## config.mk

```make
export PLATFORM = sky130hd
export DESIGN_NAME = leitor_amostras
export DESIGN_NICKNAME = d
export VERILOG_FILES = /design/src/rtl/player_pkg.sv /design/src/rtl/divisor_tick.sv /design/src/rtl/leitor_amostras.sv
export SDC_FILE = /design/constraint.sdc
export NUM_CORES = 1
export LEC_CHECK = 0
export CAP_MARGIN = 25
export CORE_MARGIN = 4
export CORE_UTILIZATION = 35
export DETAILED_ROUTE_END_ITERATION = 10
export MAX_ROUTING_LAYER = met4
export PLACE_DENSITY_LB_ADDON = 0.15
export SLEW_MARGIN = 15
export SYNTH_ARGS = -nofsm -noshare
export SYNTH_HDL_FRONTEND = slang
export SYNTH_SLANG_ARGS = --single-unit
```

## constraint.sdc

```tcl
create_clock -name clk -period 2 [get_ports clk]
set_input_delay 0.4 -clock clk [delete_from_list [all_inputs] [get_ports clk]]
set_output_delay 0.4 -clock clk [all_outputs]
set_load 0.03 [all_outputs]
```

## src/rtl/player_pkg.sv

```systemverilog
// Shared definitions for the playback path: default widths, sample rate,
// silence code and the fetch FSM state encoding.
package player_pkg;

  localparam int PLAYER_ADDR_W    = 22;
  localparam int PLAYER_DATA_W    = 8;
  localparam int PLAYER_SAMPLE_HZ = 3000;

  // Mid-scale code for unsigned offset-binary audio: the output rests here
  localparam logic [PLAYER_DATA_W-1:0] PLAYER_SILENCIO = 8'h80;

  typedef enum logic [1:0] {
    OCIOSO,
    REQ,
    ESPERA,
    ENTREGA
  } estado_t;

endpackage

```

## src/rtl/divisor_tick.sv

```systemverilog
// Sample-rate divider: one-cycle tick every DIV enabled cycles; the count is
// frozen while en is low so a resumed stream keeps its phase.
module divisor_tick #(
  parameter int DIV = 10
) (
  input  logic clk,
  input  logic reset,
  input  logic en,
  output logic tick
);

  localparam int CW = (DIV > 1) ? $clog2(DIV) : 1;
  localparam logic [CW-1:0] LAST = CW'(DIV - 1);

  logic [CW-1:0] cnt;

  assign tick = en && (cnt == LAST);

  always_ff @(posedge clk) begin
    if (!reset) begin
      cnt <= '0;
    end else if (en) begin
      cnt <= (cnt == LAST) ? '0 : cnt + 1'b1;
    end
  end

endmodule

```

## src/rtl/leitor_amostras.sv

```systemverilog
// Paced audio sample reader: fetches one sample per period and strobes count
// to advance the address generator. Define LEITOR_PWM_EN to add pwm_out.
module leitor_amostras
  import player_pkg::*;
#(
  parameter int ADDR_W    = PLAYER_ADDR_W,
  parameter int DATA_W    = PLAYER_DATA_W,
  parameter int CLK_HZ    = 50000000,
  parameter int SAMPLE_HZ = PLAYER_SAMPLE_HZ,
  parameter int TIMEOUT   = 64
) (
  input  logic              clk,
  input  logic              reset,
  input  logic              tocando,
  input  logic [ADDR_W-1:0] endereco,
  output logic              count,
  output logic              mem_req,
  output logic [ADDR_W-1:0] mem_addr,
  input  logic              mem_ack,
  input  logic [DATA_W-1:0] mem_data,
  output logic [DATA_W-1:0] amostra,
  output logic              amostra_valida,
  output logic [7:0]        underrun
`ifdef LEITOR_PWM_EN
  ,
  output logic              pwm_out
`endif
);

  localparam int DIV  = CLK_HZ / SAMPLE_HZ;
  localparam int WC_W = (TIMEOUT > 2) ? $clog2(TIMEOUT) : 1;
  localparam logic [WC_W-1:0]   WC_LAST  = WC_W'(TIMEOUT - 1);
  localparam logic [DATA_W-1:0] SILENCIO = {1'b1, {(DATA_W-1){1'b0}}};

  function automatic logic [7:0] sat_inc(input logic [7:0] v);
    return (v == 8'hFF) ? v : v + 8'd1;
  endfunction

  estado_t         state, state_next;
  logic            tick;
  logic            load_req, capture, timeout, drop;
  logic            captured;
  logic [WC_W-1:0] wcnt;

  divisor_tick #(.DIV(DIV)) u_div (
    .clk   (clk),
    .reset (reset),
    .en    (tocando),
    .tick  (tick)
  );

  always_comb begin
    state_next = state;
    load_req   = 1'b0;
    capture    = 1'b0;
    timeout    = 1'b0;
    case (state)
      OCIOSO: begin
        if (tick) begin
          state_next = REQ;
          load_req   = 1'b1;
        end
      end
      REQ:     state_next = ESPERA;
      ESPERA: begin
        // An ack on the last allowed cycle still wins over the timeout
        if (mem_ack) begin
          capture    = 1'b1;
          state_next = ENTREGA;
        end else if (wcnt == WC_LAST) begin
          timeout    = 1'b1;
          state_next = ENTREGA;
        end
      end
      ENTREGA: state_next = OCIOSO;
      default: state_next = OCIOSO;
    endcase
    drop = tick && (state != OCIOSO);
  end

  always_ff @(posedge clk) begin
    if (!reset) begin
      state    <= OCIOSO;
      mem_req  <= 1'b0;
      mem_addr <= '0;
      amostra  <= SILENCIO;
      captured <= 1'b0;
      wcnt     <= '0;
      underrun <= '0;
    end else begin
      state    <= state_next;
      captured <= capture;
      if (load_req) begin
        mem_req  <= 1'b1;
        mem_addr <= endereco;
        wcnt     <= '0;
      end else if (state == REQ || state == ESPERA) begin
        wcnt <= wcnt + 1'b1;
      end
      if (capture || timeout) mem_req <= 1'b0;
      if (capture) amostra <= mem_data;
      if (drop || timeout) underrun <= sat_inc(underrun);
    end
  end

  assign count          = (state == ENTREGA);
  assign amostra_valida = (state == ENTREGA) && captured;

`ifdef LEITOR_PWM_EN
  logic [DATA_W-1:0] pwm_cnt;

  always_ff @(posedge clk) begin
    if (!reset) begin
      pwm_cnt <= '0;
      pwm_out <= 1'b0;
    end else begin
      pwm_cnt <= pwm_cnt + 1'b1;
      pwm_out <= (pwm_cnt < amostra);
    end
  end
`endif

endmodule

```

# --- After elaboration in Yosys (flattened, before gate mapping) ---
# Index checks and enable logic that the tools add are counted.
word_totals:
  elab_cells: 45
  input_bits: 34
  ff_bits: 63
  out_inout_bits: 41
op_classes:
  n_reduce_logical: 12
  bitwise_logic: 2
  mux: 12
  n_eq_ne: 8
  add_sub_neg: 3
ops:
  columns: ["operator", "count"]
  rows:
  - ["15-bit by 1-bit adder with 15-bit output (second input constant)", 1]
  - ["15-bit == test (second input constant)", 1]
  - ["15-bit two-way mux", 1]
  - ["8-bit by 1-bit adder with 8-bit output (second input constant)", 1]
  - ["8-bit == test (second input constant)", 1]
  - ["2-bit one-hot mux with 4 select lines", 1]
  - ["1-bit two-way mux", 7]
  - ["6-bit by 1-bit adder with 6-bit output (second input constant)", 1]
  - ["6-bit == test (second input constant)", 1]
  - ["2-bit two-way mux", 3]
  - ["2-bit == test (second input constant)", 2]
  - ["2-bit AND reduction", 2]
  - ["2-bit OR reduction", 2]
  - ["1-bit logical AND", 3]
  - ["1-bit logical OR", 3]
  - ["3-bit != test (second input constant)", 1]
  - ["2-bit by 1-bit == test with 1-bit output (second input constant)", 1]
  - ["2-bit zero test", 1]
  - ["2-bit != test (second input constant)", 1]
  - ["1-bit NOT", 2]
  - ["2-bit nonzero test", 1]

# --- Depth between registers and ports, before layout ---
# Gate-level depths: netlist of run 1.
depth:
  word_depth: 6
  mapped_depth: 9
  depth_no_buf: 7

# --- By module ---
# Synthesis of run 1 repeated with hierarchy kept, for this count alone.
unflattened:
  cells_unflattened: 313
  hier_area_um2: 2718.9
modules_own_cells:
  columns: ["module", "instances", "seq_area_each_um2", "cells_per_inst", "area_per_inst_um2"]
  rows:
  - ["leitor_amostras", 1, 960.9, 233, 1950.6]
  - ["divisor_tick", 1, 300.3, 80, 768.2]

# --- Worst setup path before layout of run 1 ---
# OpenSTA, ideal clock, no wires.
synth_timing:
  kind: "register -> register"
  startpoint: "register u_div.cnt[0]"
  endpoint: "register mem_addr[0]"
  required_time_ps: 1868
  setup_ps: 132
  arrival_time_ps: 1553
  slack_ps: 315
  stages_incl_launch_ff: 9
  path_buffers: 2
  synth_period_minus_slack_ps: 1685
  path_cell_list: "dfxtp_1 > ha_1 > and4bb_1 > nand4_4 > or2_2 > clkbuf_1 > buf_2 > nand2_1 > a21oi_1"
synth_via:
  elab_chain_len: 4
synth_lines:
  columns: ["element", "line", "rtl"]
  rows:
  - ["from (decl)", "divisor_tick.sv:15", "logic [CW-1:0] cnt;"]
  - ["from (signal assigned)", "divisor_tick.sv:23", "cnt <= (cnt == LAST) ? '0 : cnt + 1'b1;"]
  - ["15-bit == test", "divisor_tick.sv:17", "assign tick = en && (cnt == LAST);"]
  - ["1-bit logical AND", "divisor_tick.sv:17", null]
  - ["1-bit two-way mux", "leitor_amostras.sv:59", "if (tick) begin"]
  - ["1-bit two-way mux", "leitor_amostras.sv:57", "case (state)"]
  - ["to (signal assigned)", "leitor_amostras.sv:95", "mem_addr <= endereco;"]
  - ["to (decl)", "leitor_amostras.sv:18", "output logic [ADDR_W-1:0] mem_addr,"]
# Every way passes these cells.
# A chain may end at the register's enable or synchronous reset.

# --- Worst setup path after layout of run 1 ---
layout_timing:
  startpoint: "register underrun[3]"
  endpoint: "output underrun[3]"
layout_rtl:
  columns: ["element", "line", "rtl"]
  rows:
  - ["from (decl)", "leitor_amostras.sv:23", "output logic [7:0] underrun"]
  - ["from (signal assigned)", "leitor_amostras.sv:102", "if (drop || timeout) underrun <= sat_inc(underrun);"]
# No word-level cell between the ends.

==> results of run 1 <==
## worst min path at each step
stage,cells past startpoint,slack (ps),to,from
after floorplan,2,480,u_div.cnt[14],u_div.cnt[14]
after global placement,2,440,mem_addr[4],mem_addr[4]
after detailed placement,2,440,mem_addr[0],mem_addr[0]
after CTS,2,450,mem_addr[0],mem_addr[0]
after global routing,2,470,mem_addr[17],mem_addr[17]
final,2,450,mem_addr[0],mem_addr[0]
## metal layers
metal	vias to the layer above	global-route usage	wire [um]
met4	0	0.06971	114
li1	1223	-	-
met1	1063	0.1775	2776
met3	10	0.03347	327
met5	-	-	0
met2	48	0.2355	2892
## layout make-up
| class | count | area (sq um) | share of cell area |
|---|---|---|---|
| Clock buffer | 11 | 151.4 | 0.03978 |
| Clock inverter | 5 | 56.30 | 0.01479 |
| Inverter | 8 | 30.03 | 0.007890 |
| Multi-Input combinational cell | 228 | 1276 | 0.3353 |
| Sequential cell | 63 | 1261 | 0.3314 |
| Tap cell | 99 | 123.9 | 0.03254 |
| Timing Repair Buffer | 91 | 907.1 | 0.2383 |
## cells in the mapped netlist (all sizes together), types with 3 or more instances
cell    count
nand2      80
dfxtp      63
a21oi      36
nor2       26
nand4      10
xor2       10
o21ai       8
or3         8
buf         7
clkbuf      7
ha          7
inv         7
xnor2       7
nand3       6
and2        3
and4bb      3
mux2i       3
nor3        3
## per-stage QoR
step	hold slack (ps)	instances	worst slack (ps)
after floorplan	477.1	313	314.7
after global placement	438.2	489	-139.4
after detailed placement	442.8	489	-161.8
after CTS	453.5	505	24.33
after global routing	471.4	505	31.68
final	449.2	505	133.7
## kinds of logic (layout without fill, tap and decap cells)
kind of cell,Yosys count,after routing,share of synthesized area
flip-flops,63,63,0.4777
multiplexers,3,3,0.01137
adder cells (fa/ha/maj),7,7,0.03317
XOR/XNOR,17,17,0.05640
AO/OA/AOI/OAI,52,52,0.1128
buffers and inverters,22,115,0.03886
AND/OR/NAND/NOR,149,149,0.2697
## registers in the layout, summed over array words and instances (netlist names)
register / cells
amostra: 8
captured: 1
mem_addr: 22
mem_req: 1
state: 2
u_div.cnt: 15
underrun: 8
wcnt: 6
## timing repair
item | 4_1_cts | 5_1_grt
buffers inserted | 0 | 0
hold buffers | 0 | 0
setup endpoints to repair | 1 | 1
gates resized for setup | 1 | 1
## power groups by stage
stage	sequential [mW]	combinational, mW	clock [mW]
5_1_grt	1.26	0.141	1.23
6_report	1.26	0.129	1.14
3_5_place_dp	1.29	0.130	0
2_1_floorplan	1.29	0.0341	0
4_1_cts	1.26	0.131	1.18
3_3_place_gp	1.29	0.129	0
==> flow_summary.json, run 1 <==
{
  "r2r-end": "underrun[1]",
  "dpl_cell_area_sq_mm": 0.003597,
  "postSynthCellCount": 313,
  "core-area_sq_mm": 0.007292,
  "hold_viol": 0,
  "period_minus_slack_ps": 1866,
  "cts.sinks": 63,
  "clock_latency_ps": 330,
  "final_cell_mix": "80 x nand2_1, 72 x clkdlybuf4s50_1, 63 x dfxtp_1",
  "clock.fmax_ghz": 0.5358,
  "syn-cell-area_sq_mm": 0.002640,
  "irDropWorstVdd_uv": 456.0,
  "drc": 0,
  "placementRows": 31,
  "synth-edff-count": 0,
  "reg2reg_depth": 8,
  "end_kind": "output port",
  "initial_core_util": 0.3620,
  "power.density_mw_per_mm2": 663.9,
  "status": "finished, final reports clean",
  "p_clk_frac": 0.450,
  "finalPower_mw": 2.527,
  "routabilityCongestion": 0.7547,
  "antenna_found_initial": 0,
  "vias": 2344,
  "post_drt_wl_per_cell_um": 12.10,
  "htreeDepth": 3,
  "yosysTopAreaCell": "dfxtp_1",
  "yosys_register_bits": 63,
  "final_common_cell": "nand2_1",
  "yosysWarnings": 0,
  "rsz0062_at_grt": "false",
  "fin_util": 0.5220,
  "p_leak_nw": 1.378,
  "clk_pin_slew_ps": 70,
  "slew-limit-headroom": 0.7630,
  "netlist_top_cells_area": "dfxtp_1 48%, nand2_1 11%, a21oi_1 6.8%",
  "p_seq_frac": 0.499,
  "maxCapViolCount": 0,
  "worstSetupStartpointType": "register",
  "clock_skew_ps": 6.629,
  "totalWireLength_um": 6109,
  "worstReg2RegStart": "u_div.cnt[1]",
  "areaGrowthSynthToFinish_pct": 44.17,
  "yosysSeqAreaShare": 0.4777,
  "synth_fp_nets": 354,
  "numCtsBuffers": 9,
  "min_period_over_period": 0.9332,
  "grt_start_max_net_pins": 24,
  "grt_pass1_wl_um": 10260,
  "crit_buf_inv": 1,
  "io_pins": 75,
  "setup_tns_ps": 0,
  "critical_path_class": "register to output port",
  "crit_fanout": 7,
  "power_frac_comb": 0.051,
  "die-width_um": 94.85,
  "crit_slowest_cell": "clkdlybuf4s50_1",
  "ctsRootBufferMaster": "clkbuf_8",
  "path_delay_family": "buffers and inverters",
  "cts_tree": "built",
  "maxSlewViolCount": 0,
  "synthArstFlopShare": 0,
  "synth_top_area_share": 0.4777,
  "track_usage": 0.1481,
  "worstPathRequired_ps": 1600,
  "postRouteAntennaNets": 0,
  "p_int_mw": 1.981,
  "layout-drive-gt1-share": 0.1034,
  "syn_area_per_cell_sq_um": 8.435,
  "switching_power_mw": 0.5459,
  "worstMarginPinSlew_ps": 354.4,
  "reg2reg_slack_ps": 150,
  "diodes": 0,
  "cp.arrival_ps": 1470,
  "nFillCells": 718,
  "min_path_type": "register to register",
  "grt_pass1_vias": 2268,
  "io_buffers": 74,
  "synth_cell_type_count": 39,
  "drt_first_pass_iters": 6,
  "fp.dieH_um": 94.85,
  "dpl.hpwl_um": 4496,
  "yosys_most_used_dff": "dfxtp_1",
  "cts_buffer_depth": 2,
  "cp_cell_sequence": "clkdlybuf4s50_1",
  "crit_start": "underrun[3]",
  "drt_iter0_markers": 61,
  "dieArea_sq_mm": 0.008997,
  "setup_viol": 0,
  "nNetsFinal": 442,
  "grt_overflow": 0,
  "critical_path.max_stage_delay_ps": 710,
  "endpoint": "underrun[3]",
  "vias_per_cell": 4.642,
  "worstSetupPathDepth": 1,
  "p_sw_frac": 0.2160,
  "final_area_sq_mm": 0.003806
}
No activity file was read; power rests on OpenSTA's default activity.
==> run 2, diff against run 1 <==
--- a/config.mk
+++ b/config.mk
@@ -9,6 +9,7 @@
 export CORE_MARGIN = 4
 export CORE_UTILIZATION = 35
 export DETAILED_ROUTE_END_ITERATION = 10
+export HOLD_SLACK_MARGIN = 0.02
 export MAX_ROUTING_LAYER = met4
 export PLACE_DENSITY_LB_ADDON = 0.15
 export SLEW_MARGIN = 15
==> results of run 2 <==
The final DEF is identical to that of run 1; final timing and power are the same.
==> run 3, diff against run 2 <==
--- a/config.mk
+++ b/config.mk
@@ -5,13 +5,14 @@
 export SDC_FILE = /design/constraint.sdc
 export NUM_CORES = 1
 export LEC_CHECK = 0
+export ABC_AREA = 1
 export CAP_MARGIN = 25
 export CORE_MARGIN = 4
 export CORE_UTILIZATION = 35
 export DETAILED_ROUTE_END_ITERATION = 10
 export HOLD_SLACK_MARGIN = 0.02
 export MAX_ROUTING_LAYER = met4
-export PLACE_DENSITY_LB_ADDON = 0.15
+export PLACE_DENSITY = 0.6
 export SLEW_MARGIN = 15
 export SYNTH_ARGS = -nofsm -noshare
 export SYNTH_HDL_FRONTEND = slang
==> run 3 against run 2 <==
Routed wire length increased by 4.1%. Synthesized area increased by 2.6%. Total power decreased by 1.9%. Global-route usage increased by 0.69 points. Sequential cell count unchanged. Combinational power decreased by 6%. Die area increased by 2.4%. Sequential share of layout area increased by 0.27 points. Sequential power about the same. Critical path type unchanged. Clock skew increased by 5.5 ps. First-iteration DRC count increased by 140%. Register-to-register slack improved by 180 ps.
==> flow_summary.json, run 3 <==
{
  "status": "finished, final reports clean",
  "critical_path.max_stage_delay_ps": 720,
  "end_kind": "output port",
  "grt_overflow": 0,
  "yosys_register_bits": 63,
  "worstReg2RegStart": "u_div.cnt[1]",
  "areaGrowthSynthToFinish_pct": 39.35,
  "postSynthCellCount": 361,
  "drt_iter0_markers": 146,
  "grt_start_max_net_pins": 25,
  "critical_path_class": "register to output port",
  "crit_slowest_cell": "clkdlybuf4s50_1",
  "layout-drive-gt1-share": 0.07982,
  "drc": 0,
  "synthArstFlopShare": 0,
  "p_leak_nw": 1.550,
  "cp_cell_sequence": "clkdlybuf4s50_1",
  "worstMarginPinSlew_ps": 415.1,
  "core-area_sq_mm": 0.007370,
  "die-width_um": 95.98,
  "worstSetupStartpointType": "register",
  "ys_top_cells_by_count": "87 x nor2_1, 63 x dfxtp_1, 51 x nand2_1, 32 x inv_1, 27 x o21ai_0",
  "clock.fmax_ghz": 0.5294,
  "vias_per_cell": 4.582,
  "routabilityCongestion": 0.8388,
  "final_cell_mix": "87 x nor2_1, 72 x clkdlybuf4s50_1, 63 x dfxtp_1",
  "cp.arrival_ps": 1490,
  "final_common_cell": "nor2_1",
  "power.density_mw_per_mm2": 656.8,
  "grt_pass1_vias": 2471,
  "synth_fp_nets": 402,
  "io_pins": 75,
  "syn_area_per_cell_sq_um": 7.504,
  "hp-start": "mem_req",
  "placementRows": 31,
  "regMostFlops": "mem_addr",
  "min_path_type": "register to register",
  "track_usage": 0.1550,
  "cts.sinks": 63,
  "initial_core_util": 0.3676,
  "fin_hold_ws_ps": 447.7,
  "period_minus_slack_ps": 1889,
  "p_int_mw": 1.936,
  "yosysTopAreaCell": "dfxtp_1",
  "htreeDepth": 3,
  "dpl.hpwl_um": 4583,
  "p_clk_frac": 0.442,
  "yosys_most_used_dff": "dfxtp_1",
  "grt_pass1_wl_um": 10920,
  "io_buffers": 74,
  "rsz0062_at_grt": "false",
  "maxCapViolCount": 0,
  "dieArea_sq_mm": 0.009211,
  "clock_latency_ps": 340,
  "vias": 2520,
  "cts_tree": "built",
  "slew-limit-headroom": 0.7229,
  "reg_top3": "mem_addr (22), u_div.cnt (15)",
  "clk_pin_slew_ps": 70,
  "hold_viol": 0,
  "yosysMostFrequentCell": "nor2_1",
  "crit_buf_inv": 1,
  "syn-cell-area_sq_mm": 0.002709,
  "setup_viol": 0,
  "postRouteAntennaNets": 0,
  "post_drt_wl_per_cell_um": 11.56,
  "clock_skew_ps": 12.14,
  "path_delay_family": "buffers and inverters",
  "switching_power_mw": 0.5433,
  "totalWireLength_um": 6360,
  "synth_cell_type_count": 31,
  "crit_fanout": 7,
  "maxSlewViolCount": 0,
  "p_sw_frac": 0.2191,
  "p_seq_frac": 0.509,
  "diodes": 0,
  "irDropWorstVdd_uv": 413.0,
  "ctsRootBufferMaster": "clkbuf_8",
  "drt_first_pass_iters": 7,
  "nNetsFinal": 487,
  "synth_top_area_share": 0.4656,
  "yosysSeqAreaShare": 0.4656,
  "largest_reg_flops": 22,
  "min_period_over_period": 0.9445,
  "fp.dieH_um": 95.98,
  "antenna_found_initial": 0,
  "netlist_top_cells_area": "dfxtp_1 47%, nor2_1 12%, nand2_1 7.1%",
  "synth-edff-count": 0,
  "cts_buffer_depth": 2,
  "setup_tns_ps": 0,
  "worstPathRequired_ps": 1600,
  "numCtsBuffers": 9,
  "yosysWarnings": 0,
  "crit_start": "underrun[3]",
  "power_frac_comb": 0.049
}
## run 3: path summary, 6_finish.rpt
path	slack, ps	to	depth (start not counted)
setup / recovery	110	underrun[3]	1
hold reg to reg	450	mem_req	2
hold / removal	450	mem_req	2
setup reg to reg	330	wcnt[0]	9
## run 3: final cells by class
type,instances,area (sq um)
Sequential cell,63,1261
Clock inverter,6,60.06
Tap cell,99,123.9
Timing Repair Buffer,85,820.8
Clock buffer,10,137.6
Multi-Input combinational cell,254,1247
Fill cell,729,3595
Inverter,33,123.9
## run 3: power groups by stage
stage               clock network (mW)  logic (mW)  registers [mW]
finish                            1.10       0.121            1.26
global route                      1.20       0.133            1.26
CTS                               1.14       0.122            1.26
detailed placement                   0       0.121            1.29
global placement                     0       0.120            1.29
floorplan                            0      0.0374            1.29
## run 3: kinds of logic after synthesis
kind of cell,synth area share
and+or+nand+nor,0.2854
adders and majority gates,0.03233
DFF,0.4656
AOI/OAI and AO/OA,0.1196
buffers and inverters,0.07391
muxes,0.003695
xor gates and xnor gates,0.01940
## run 3: timing repair
item	CTS	global route
hold buffers	0	0
resized for setup	2	0
endpoints found under the setup margin	2	0
setup buffers	0	0
## run 3: through the flow
step	worst slack, ps	utilization	total power, mW	cell area (sq um)	instances
final	111.0	0.5122	2.479	3775	550
after global routing	30.39	0.5122	2.589	3775	550
after CTS	89.05	0.5122	2.522	3775	550
after detailed placement	17.44	0.4857	1.412	3580	534
after global placement	80.91	0.4857	1.411	3580	534
after floorplan	450.7	-	1.327	2709	361
## run 3: layer usage
layer | part of all wire | vias up | wire, um | global-route usage
met1 | 0.49 | 1115 | 3094 | 0.1947
met4 | 0.0086 | 0 | 55 | 0.07227
met3 | 0.070 | 4 | 446 | 0.04222
met2 | 0.43 | 68 | 2764 | 0.2310
li1 | - | 1333 | - | -
met5 | 0 | - | 0 | -
